<file path="src/rtl/scene_pkg.sv">
// Shared encodings for the demo scene sequencer: scene and layer codes,
// sprite start position, and the playlist step helper.
package scene_pkg;

  typedef enum logic [1:0] {
    SC_TEXT   = 2'd0,
    SC_SPRITE = 2'd1,
    SC_CUBE   = 2'd2,
    SC_ALL    = 2'd3
  } scene_t;

  typedef enum logic [1:0] {
    LY_NONE   = 2'd0,
    LY_TEXT   = 2'd1,
    LY_SPRITE = 2'd2,
    LY_VECTOR = 2'd3
  } layer_t;

  localparam logic [9:0] SPRITE_X0 = 10'd100;
  localparam logic [9:0] SPRITE_Y0 = 10'd150;

  // The playlist is a plain 4-entry ring, so the next scene is the code plus one.
  function automatic scene_t next_scene(input scene_t s);
    return scene_t'(s + 2'd1);
  endfunction

endpackage

</file>
<file path="src/rtl/frame_tick_gen.sv">
// Start-of-vertical-blanking detector: one registered pulse per frame, no matter
// how many clocks the beam position sits on the trigger point.
module frame_tick_gen #(
  parameter int V_ACTIVE = 480
) (
  input  logic       clk,
  input  logic       rst_n,
  input  logic [9:0] x_pos,
  input  logic [9:0] y_pos,
  output logic       frame_tick
);

  logic cond;
  logic cond_d;

  assign cond = (x_pos == 10'd0) && (y_pos == 10'(V_ACTIVE));

  // cond_d resets high so a blanking interval already in progress at reset
  // release is not mistaken for a fresh start of blanking.
  always_ff @(posedge clk or negedge rst_n) begin
    if (!rst_n) begin
      cond_d     <= 1'b1;
      frame_tick <= 1'b0;
    end else begin
      cond_d     <= cond;
      frame_tick <= cond & ~cond_d;
    end
  end

endmodule

</file>
<file path="src/rtl/scene_sequencer.sv">
// Frame-synchronous playlist scheduler: scene FSM, sprite/cube animators and a
// registered three-layer pixel compositor.
module scene_sequencer
  import scene_pkg::*;
#(
  parameter int H_ACTIVE     = 640,
  parameter int V_ACTIVE     = 480,
  parameter int SCENE_FRAMES = 120,
  parameter int ROT_DIV      = 8,
  parameter int SPR_SIZE     = 16
) (
  input  logic       clk,
  input  logic       rst_n,
  input  logic [9:0] x_pos,
  input  logic [9:0] y_pos,
  input  logic       display_on,
  input  logic       text_pixel,
  input  logic       sprite_pixel,
  input  logic       vector_pixel,
  input  logic       pause,
  input  logic       skip,
  output logic [9:0] sprite_x,
  output logic [9:0] sprite_y,
  output logic [1:0] rotation,
  output logic [1:0] scene,
  output logic       frame_tick,
  output logic       pix_on,
  output logic [1:0] pix_layer
);

  localparam int CNT_W = $clog2(SCENE_FRAMES);
  localparam int DIV_W = (ROT_DIV > 1) ? $clog2(ROT_DIV) : 1;
  localparam logic [9:0] X_MAX = 10'(H_ACTIVE - SPR_SIZE);
  localparam logic [9:0] Y_MAX = 10'(V_ACTIVE - SPR_SIZE);

  scene_t             scene_q, scene_nxt;
  logic [CNT_W-1:0]   frame_cnt, frame_cnt_nxt;
  logic [DIV_W-1:0]   rot_div;
  logic               skip_d, skip_latch, skip_latch_nxt;
  logic               dx_pos, dy_pos;
  logic               step;
  logic               en_text, en_sprite, en_vector;
  layer_t             layer_c;

  frame_tick_gen #(.V_ACTIVE(V_ACTIVE)) u_tick (
    .clk        (clk),
    .rst_n      (rst_n),
    .x_pos      (x_pos),
    .y_pos      (y_pos),
    .frame_tick (frame_tick)
  );

  assign step  = frame_tick & ~pause;
  assign scene = scene_q;

  always_ff @(posedge clk or negedge rst_n) begin
    if (!rst_n) begin
      scene_q    <= SC_TEXT;
      frame_cnt  <= '0;
      skip_latch <= 1'b0;
      skip_d     <= 1'b0;
    end else begin
      scene_q    <= scene_nxt;
      frame_cnt  <= frame_cnt_nxt;
      skip_latch <= skip_latch_nxt;
      skip_d     <= skip;
    end
  end

  // A skip edge seen on a tick clock sets the latch after this tick has used
  // the old latch value, so it is honoured on the following tick.
  always_comb begin
    scene_nxt      = scene_q;
    frame_cnt_nxt  = frame_cnt;
    skip_latch_nxt = skip_latch;
    if (step) begin
      if (skip_latch) begin
        scene_nxt      = next_scene(scene_q);
        frame_cnt_nxt  = '0;
        skip_latch_nxt = 1'b0;
      end else if (frame_cnt == CNT_W'(SCENE_FRAMES - 1)) begin
        scene_nxt     = next_scene(scene_q);
        frame_cnt_nxt = '0;
      end else begin
        frame_cnt_nxt = frame_cnt + 1'b1;
      end
    end
    if (skip && !skip_d) skip_latch_nxt = 1'b1;
  end

  always_ff @(posedge clk or negedge rst_n) begin
    if (!rst_n) begin
      rot_div  <= '0;
      rotation <= 2'd0;
    end else if (step && (scene_q == SC_CUBE || scene_q == SC_ALL)) begin
      if (rot_div == DIV_W'(ROT_DIV - 1)) begin
        rot_div  <= '0;
        rotation <= rotation + 2'd1;
      end else begin
        rot_div <= rot_div + 1'b1;
      end
    end
  end

  // At a wall the direction flips and the position holds for that one tick.
  always_ff @(posedge clk or negedge rst_n) begin
    if (!rst_n) begin
      sprite_x <= SPRITE_X0;
      sprite_y <= SPRITE_Y0;
      dx_pos   <= 1'b1;
      dy_pos   <= 1'b1;
    end else if (step && (scene_q == SC_SPRITE || scene_q == SC_ALL)) begin
      if (dx_pos && sprite_x == X_MAX)        dx_pos   <= 1'b0;
      else if (!dx_pos && sprite_x == 10'd0)  dx_pos   <= 1'b1;
      else if (dx_pos)                        sprite_x <= sprite_x + 10'd1;
      else                                    sprite_x <= sprite_x - 10'd1;
      if (dy_pos && sprite_y == Y_MAX)        dy_pos   <= 1'b0;
      else if (!dy_pos && sprite_y == 10'd0)  dy_pos   <= 1'b1;
      else if (dy_pos)                        sprite_y <= sprite_y + 10'd1;
      else                                    sprite_y <= sprite_y - 10'd1;
    end
  end

  always_comb begin
    en_text   = (scene_q == SC_TEXT)   || (scene_q == SC_ALL);
    en_sprite = (scene_q == SC_SPRITE) || (scene_q == SC_ALL);
    en_vector = (scene_q == SC_CUBE)   || (scene_q == SC_ALL);
    layer_c   = LY_NONE;
    if (display_on) begin
      if (en_sprite && sprite_pixel)      layer_c = LY_SPRITE;
      else if (en_text && text_pixel)     layer_c = LY_TEXT;
      else if (en_vector && vector_pixel) layer_c = LY_VECTOR;
    end
  end

  always_ff @(posedge clk or negedge rst_n) begin
    if (!rst_n) begin
      pix_layer <= 2'd0;
      pix_on    <= 1'b0;
    end else begin
      pix_layer <= layer_c;
      pix_on    <= (layer_c != LY_NONE);
    end
  end

endmodule

</file>
<file path="config.mk">
export PLATFORM = sky130hd
export DESIGN_NAME = scene_sequencer
export DESIGN_NICKNAME = d
export VERILOG_FILES = /design/src/rtl/scene_pkg.sv /design/src/rtl/frame_tick_gen.sv /design/src/rtl/scene_sequencer.sv
export SDC_FILE = /design/constraint.sdc
export NUM_CORES = 1
export LEC_CHECK = 0
export BUFFER_PORTS_ARGS = -buffer_cell sky130_fd_sc_hd__clkbuf_2
export CORE_MARGIN = 5
export CORE_UTILIZATION = 28
export DETAILED_ROUTE_END_ITERATION = 6
export PLACE_DENSITY = 0.53
export SLEW_MARGIN = 20
export SYNTH_ARGS = -nofsm -noshare
export SYNTH_HDL_FRONTEND = slang
export SYNTH_HIERARCHICAL = 1
export SYNTH_SLANG_ARGS = --single-unit
</file>
<file path="constraint.sdc">
create_clock -name clk -period 2.57 [get_ports clk]
set_input_delay 0.514 -clock clk [delete_from_list [all_inputs] [get_ports clk]]
set_output_delay 0.514 -clock clk [all_outputs]
set_load 0.01 [all_outputs]
</file>
---- After elaboration in Yosys (flattened, before gate mapping) ----
Cells that the tools add are included.
word-level totals
  bits in registers ....................... 43
  bits of input ports ..................... 28
  output and inout port bits .............. 28
  word-level logic and storage cells ...... 87
operators by class
  reductions and logical operators ........ 32
  bitwise gates (word level) .............. 8
  equal/unequal tests ..................... 8
  add/sub/neg operators ................... 8
  multiplexer cells ....................... 17
operators with widths
  kind                                                                     count
  10-bit zero test                                                         3
  10-bit by 1-bit adder with 10-bit output (second input constant)         2
  10-bit by 9-bit equality test with 1-bit output (second input constant)  2
  10-bit 2-to-1 mux                                                        2
  10-bit by 1-bit subtractor with 10-bit output (second input constant)    2
  7-bit 2-to-1 mux                                                         2
  2-bit 2-to-1 mux                                                         6
  1-bit logical AND                                                        11
  10-bit equality test (second input constant)                             1
  2-bit nonzero test                                                       5
  2-bit AND reduction                                                      4
  7-bit by 1-bit adder with 7-bit output (second input constant)           1
  7-bit equality test (second input constant)                              1
  1-bit 2-to-1 mux                                                         6
  1-bit inverter                                                           6
  3-bit AND reduction                                                      2
  2-bit by 1-bit adder with 2-bit output (second input constant)           2
  2-bit equality test (second input constant)                              2
  3-bit by 1-bit adder with 3-bit output (second input constant)           1
  3-bit equality test (second input constant)                              1
  1-bit zero test                                                          3
  1-bit logical OR                                                         3
  3-bit 2-to-1 mux                                                         1
  1-bit AND                                                                2
  2 further kinds                                                          2

---- Longest topological paths before layout ----
  depth in word-level cells ............... 8
  gate-level depth with buffers ........... 8

---- By module ----
Netlist, hierarchy kept.
by module, submodules not included
  module           times used  cells each  seq. area each (um^2)  area each (um^2)
  scene_sequencer  1           261         1037.2                 2509.9
  frame_tick_gen   1           11          51.3                   128.9

---- Worst setup path before layout ----
OpenSTA, ideal clock, no wires.
  kind .................................... reg2reg
  start point ............................. register dy_pos
  end point ............................... register sprite_y[8]
  library setup time ...................... 0.121 ns
  arrival ................................. 2.029 ns
  buffers on the path ..................... 0
  slack ................................... 0.420 ns
  stages on the path, launching flop included .. 9
  cell sequence ........................... dfstp_2 inv_1 fa_1 a21o_1 a21oi_2 o21bai_1 o41ai_1 xor2_1 o21ai_1
on the way
  word-level cells in the longest chain between the ends .. 4
  elaborated cells between the ends (all ways) .. 7
  classes of those cells .................. 1 x mux; 2 x bitwise; 4 x reduce/logical
RTL lines
  item                                  RTL line                text
  start: declaration                    scene_sequencer.sv:40   logic dx_pos, dy_pos;
  start signal: assignment              scene_sequencer.sv:111  dy_pos <= 1'b1;
  start signal: assignment              scene_sequencer.sv:117  if (dy_pos && sprite_y == Y_MAX) dy_pos <= 1'b0;
  start signal: assignment              scene_sequencer.sv:118  else if (!dy_pos && sprite_y == 10'd0) dy_pos <= 1'b1;
  1-bit zero test                       scene_sequencer.sv:118
  1-bit logical AND                     scene_sequencer.sv:118
  1-bit inverter (no source line)       -
  3-bit AND reduction (no source line)  -
  end signal: assignment                scene_sequencer.sv:119  else if (dy_pos) sprite_y <= sprite_y + 10'd1;
  end signal: assignment                scene_sequencer.sv:120  else sprite_y <= sprite_y - 10'd1;
  end: declaration                      scene_sequencer.sv:23   output logic [9:0] sprite_y,
Several ways; a longest one is shown, not always the timed one.
A chain may end at the register's enable or synchronous reset.

---- Worst setup path after layout ----
  start point ............................. register dx_pos
  end point ............................... register sprite_x[6]
on the way
  word-level cells in the longest chain between the ends .. 4
  elaborated cells between the ends (all ways) .. 7
  classes of those cells .................. 1 x mux; 2 x bitwise; 4 x reduce/logical
RTL lines
  item                                  RTL line                text
  start: declaration                    scene_sequencer.sv:40
  start signal: assignment              scene_sequencer.sv:110  dx_pos <= 1'b1;
  start signal: assignment              scene_sequencer.sv:113  if (dx_pos && sprite_x == X_MAX) dx_pos <= 1'b0;
  start signal: assignment              scene_sequencer.sv:114  else if (!dx_pos && sprite_x == 10'd0) dx_pos <= 1'b1;
  1-bit zero test                       scene_sequencer.sv:114
  1-bit logical AND                     scene_sequencer.sv:114
  1-bit inverter (no source line)       -
  3-bit AND reduction (no source line)  -
  end signal: assignment                scene_sequencer.sv:115  else if (dx_pos) sprite_x <= sprite_x + 10'd1;
  end signal: assignment                scene_sequencer.sv:116  else sprite_x <= sprite_x - 10'd1;
  end: declaration                      scene_sequencer.sv:22   output logic [9:0] sprite_x,
Several ways; a longest one is shown, not always the timed one.

==> metrics.md <==
| Metric | Value |
|---|---|
| Multiplexer area fraction after synthesis | `2.56%` |
| Area of the die | `11500 um^2` |
| Worst EP required | `2.78 ns` |
| Port buffer count | `between 50 and 60` |
| GP Congestion | `a little under 0.8` |
| Clock Skew | `between 0.006 and 0.007 ns` |
| Post-synthesis xor/xnor area fraction | `7.97%` |
| Clk sinks | `43` |
| Global-route usage over all layers | `10.7%` |
| Cell area after layout | `3160 um^2` |
| Mean Syn Cell Area | `9.70 um^2` |
| Startpoint types | `flop` |
| Min-delay worst type | `primary input to asynchronous set/reset pin` |
| ANT nets after route | `0` |
| Clock slew at reported path FFs | `0.09 ns` |
| Reg2reg end | `sprite_x[6]` |
| Vias in the first global route | `2073` |
| Synthesis-stage register bit count | `43` |
| DR DRC count | `0` |
| Hold Vio Cnt, Final | `0` |
| Drt via density | `approximately 4.7` |
| CORE AREA | `a little over 9000 um^2` |
| Compound-Gate Fraction of Synth Area | `roughly 15%` |
| Post-DP Area | `3050 um^2` |
| Max IR drop VDD | `0.000240 V` |
| Dominant synthesized flop cell | `dfrtp_1` |
| Async SR Flop Fraction | `100%` |
| Post-CTS Setup Inserts | `0` |
| Antenna Cells | `0` |
| Rel. slew slack | `39.6%` |
| Number of antenna violations at the first check in global routing | `0` |
| Distinct cells, synth | `45` |
| Layout cell share with drive strength beyond 1 | `~28%` |
| Worst Path Arrival | `2.47 ns` |
| DR iter-0 viols | `35` |
| Max_cap viols | `0` |
| Crit Path Category | `flop to flop` |
| Worst slew pin tran | `0.897 ns` |
| Leakage | `1.51 nW` |
| Post-Synthesis Cells | `272` |
| CTS buffer count | `5` |
| YS warnings | `6` |
| Initial Util | `28.7%` |
| Post-Place Worst Slack | `0.330 ns` |
| DP HPWL | `4.48 mm` |
| CTS Hold Bufs | `0` |
| Largest net degree at the start of global routing | `44` |
| Fillers | `960` |
| Final #Nets | `386` |
| RSZ-0062 raised after global routing | `false` |
| Number of I/O pins | `56` |
| Post-CTS sizing | `0` |
| TNS Setup | `0 ns` |
| Fin. max-slew vios | `0` |
| CTS tree | `yes` |
| Fmax | `0.443 GHz` |
| Vias | `2107` |
| Congestion Overflow GR | `0` |
| Crit. End Element | `flop` |
| Worst r2r src | `dx_pos` |
| H-tree levels | `2` |
| Die Y | `107 um` |
| DRT Pass-1 Iters | `4` |
| Hold slack | `0.281 ns` |
| Endpoints failing setup | `0` |
| Sequential area share after synthesis | `41.3%` |
| Die W | `107 um` |
| Period minus WS final | `2.26 ns` |
| CTS root buffer | `clkbuf_8` |
| Critical path fanouts, max | `9` |
| Area Growth Syn to Fin | `19.7%` |
| Wire length per cell | `between 10 and 15 um` |
| Status | `finished clean` |
| Clk buf depth | `2` |
| Post-Synthesis Cell Area | `2640 um^2` |
| Mapped Nets | `between 300 and 400` |
| Power density cells | `397 nW/um^2` |
| Number of synthesized flops with an enable pin | `0` |
| Main combinational cell family by area after synthesis | `simple AND/OR/NAND/NOR gates` |
| R2R setup slack | `between 0.3 and 0.4 ns` |
| Post-Synth Simple-Gate Area | `a little under a fifth` |
| R2R depth | `8` |
| Clock Latency Late Sink | `about 0.30 ns` |
| Tcrit/Tclk final | `87.9%` |
| Final WL | `approximately 5.8 mm` |
| Adder-cell share of the synthesized area | `11.9%` |
| Slack of the critical path | `0.310 ns` |
| First-pass GRT wire length | `9.90 mm` |
| Cell Rows | `35` |
[through the flow]
stage,util [%],instances,power (mW)
2_1_floorplan,-,272,0.699
6_report,34.4,446,1.25
3_5_place_dp,33.2,438,0.738
4_1_cts,34.4,446,1.29
5_1_grt,34.4,446,1.32
3_3_place_gp,33.2,438,0.737
[area by class of cell]
class / count / area, um^2 / share of cell area [%]
multi-input cells: 214 / 1480 / 46.8
flip-flops and latches: 43 / 1090 / 34.5
repair buffers: 58 / 298 / 9.43
well taps: 111 / 139 / 4.40
clock buffers: 6 / 72.6 / 2.30
inverters: 12 / 45.0 / 1.43
clock inverters: 2 / 37.5 / 1.19
[cell usage after synthesis (3+ instances only)]
cell	instances	area [um^2]
nand2_1	35	131
dfrtp_1	33	826
ha_1	22	275
nor2_1	19	71.3
o21ai_0	18	90.1
xnor2_1	14	123
a21oi_1	13	65.1
inv_1	12	45.0
dfstp_2	10	263
xor2_1	10	87.6
nand3_1	8	40.0
o21ai_1	7	35.0
mux2_2	6	67.6
o21a_1	6	45.0
nor3_1	4	20.0
a21boi_0	3	22.5
nand4_1	3	18.8
nor3_2	3	30.0
nor4_1	3	18.8
o211ai_1	3	22.5
o21bai_1	3	22.5
or4_1	3	22.5
[report_power, final]
part	internal, mW	switching, mW
Combinational	0.0202	0.0226
Clock	0.290	0.240
Sequential	0.679	0.000492
[registers in the layout (all words and copies together) (netlist names)]
register           flops
u_tick/cond_d          1
pix_on                 1
sprite_y              10
skip_latch             1
frame_cnt              7
pix_layer              2
skip_d                 1
rotation               2
rot_div                3
dy_pos                 1
dx_pos                 1
u_tick/frame_tick      1
scene                  2
sprite_x              10
[kinds of logic (layout without fill, tap and decap cells)]
| family | Yosys count | after routing |
|---|---|---|
| AO/OA/AOI/OAI | 65 | 65 |
| flip-flops | 43 | 43 |
| buffers and inverters | 15 | 78 |
| AND/OR/NAND/NOR | 95 | 95 |
| multiplexers | 6 | 6 |
| XOR/XNOR | 24 | 24 |
| adder cells (fa/ha/maj) | 24 | 24 |
[metal layers]
metal  track usage (%)  wire, um
met5                 0         0
met4              3.29        71
met3              2.89       351
met2              17.5      2710
met1              13.7      2690
[worst max-delay path by stage]
stage,start,endpoint,slack [ns],cells past startpoint
floorplan,dy_pos,sprite_y[8],0.42,8
global placement,dx_pos,sprite_x[6],0.39,8
detailed placement,dx_pos,sprite_x[6],0.33,8
CTS,dx_pos,sprite_x[6],0.31,8
global route,dx_pos,sprite_x[6],0.11,8
finish,dx_pos,sprite_x[6],0.31,8
[worst max-delay path, cell delays in order (launching register included)]
cell and delay [ns]:
dfstp_2 0.59, inv_1 0.18, ha_1 0.37, nor2b_1 0.14
o21ai_0 0.20, a21oi_1 0.14, o21a_1 0.20, o21a_1 0.16
o31ai_1 0.19
[layout by cell type, fill, tap and decap left out, types with 5 or more instances in the layout]
cell / instances
clkbuf_2: 55
mux2_2: 6
inv_1: 12
nor2_1: 19
nand2_1: 35
o21ai_1: 7
xor2_1: 10
dfstp_2: 10
a21oi_1: 13
xnor2_1: 14
nand3_1: 8
o21a_1: 6
dfrtp_1: 33
ha_1: 22
o21ai_0: 18
clkbuf_8: 5
Power figures use the tool's default switching activity.
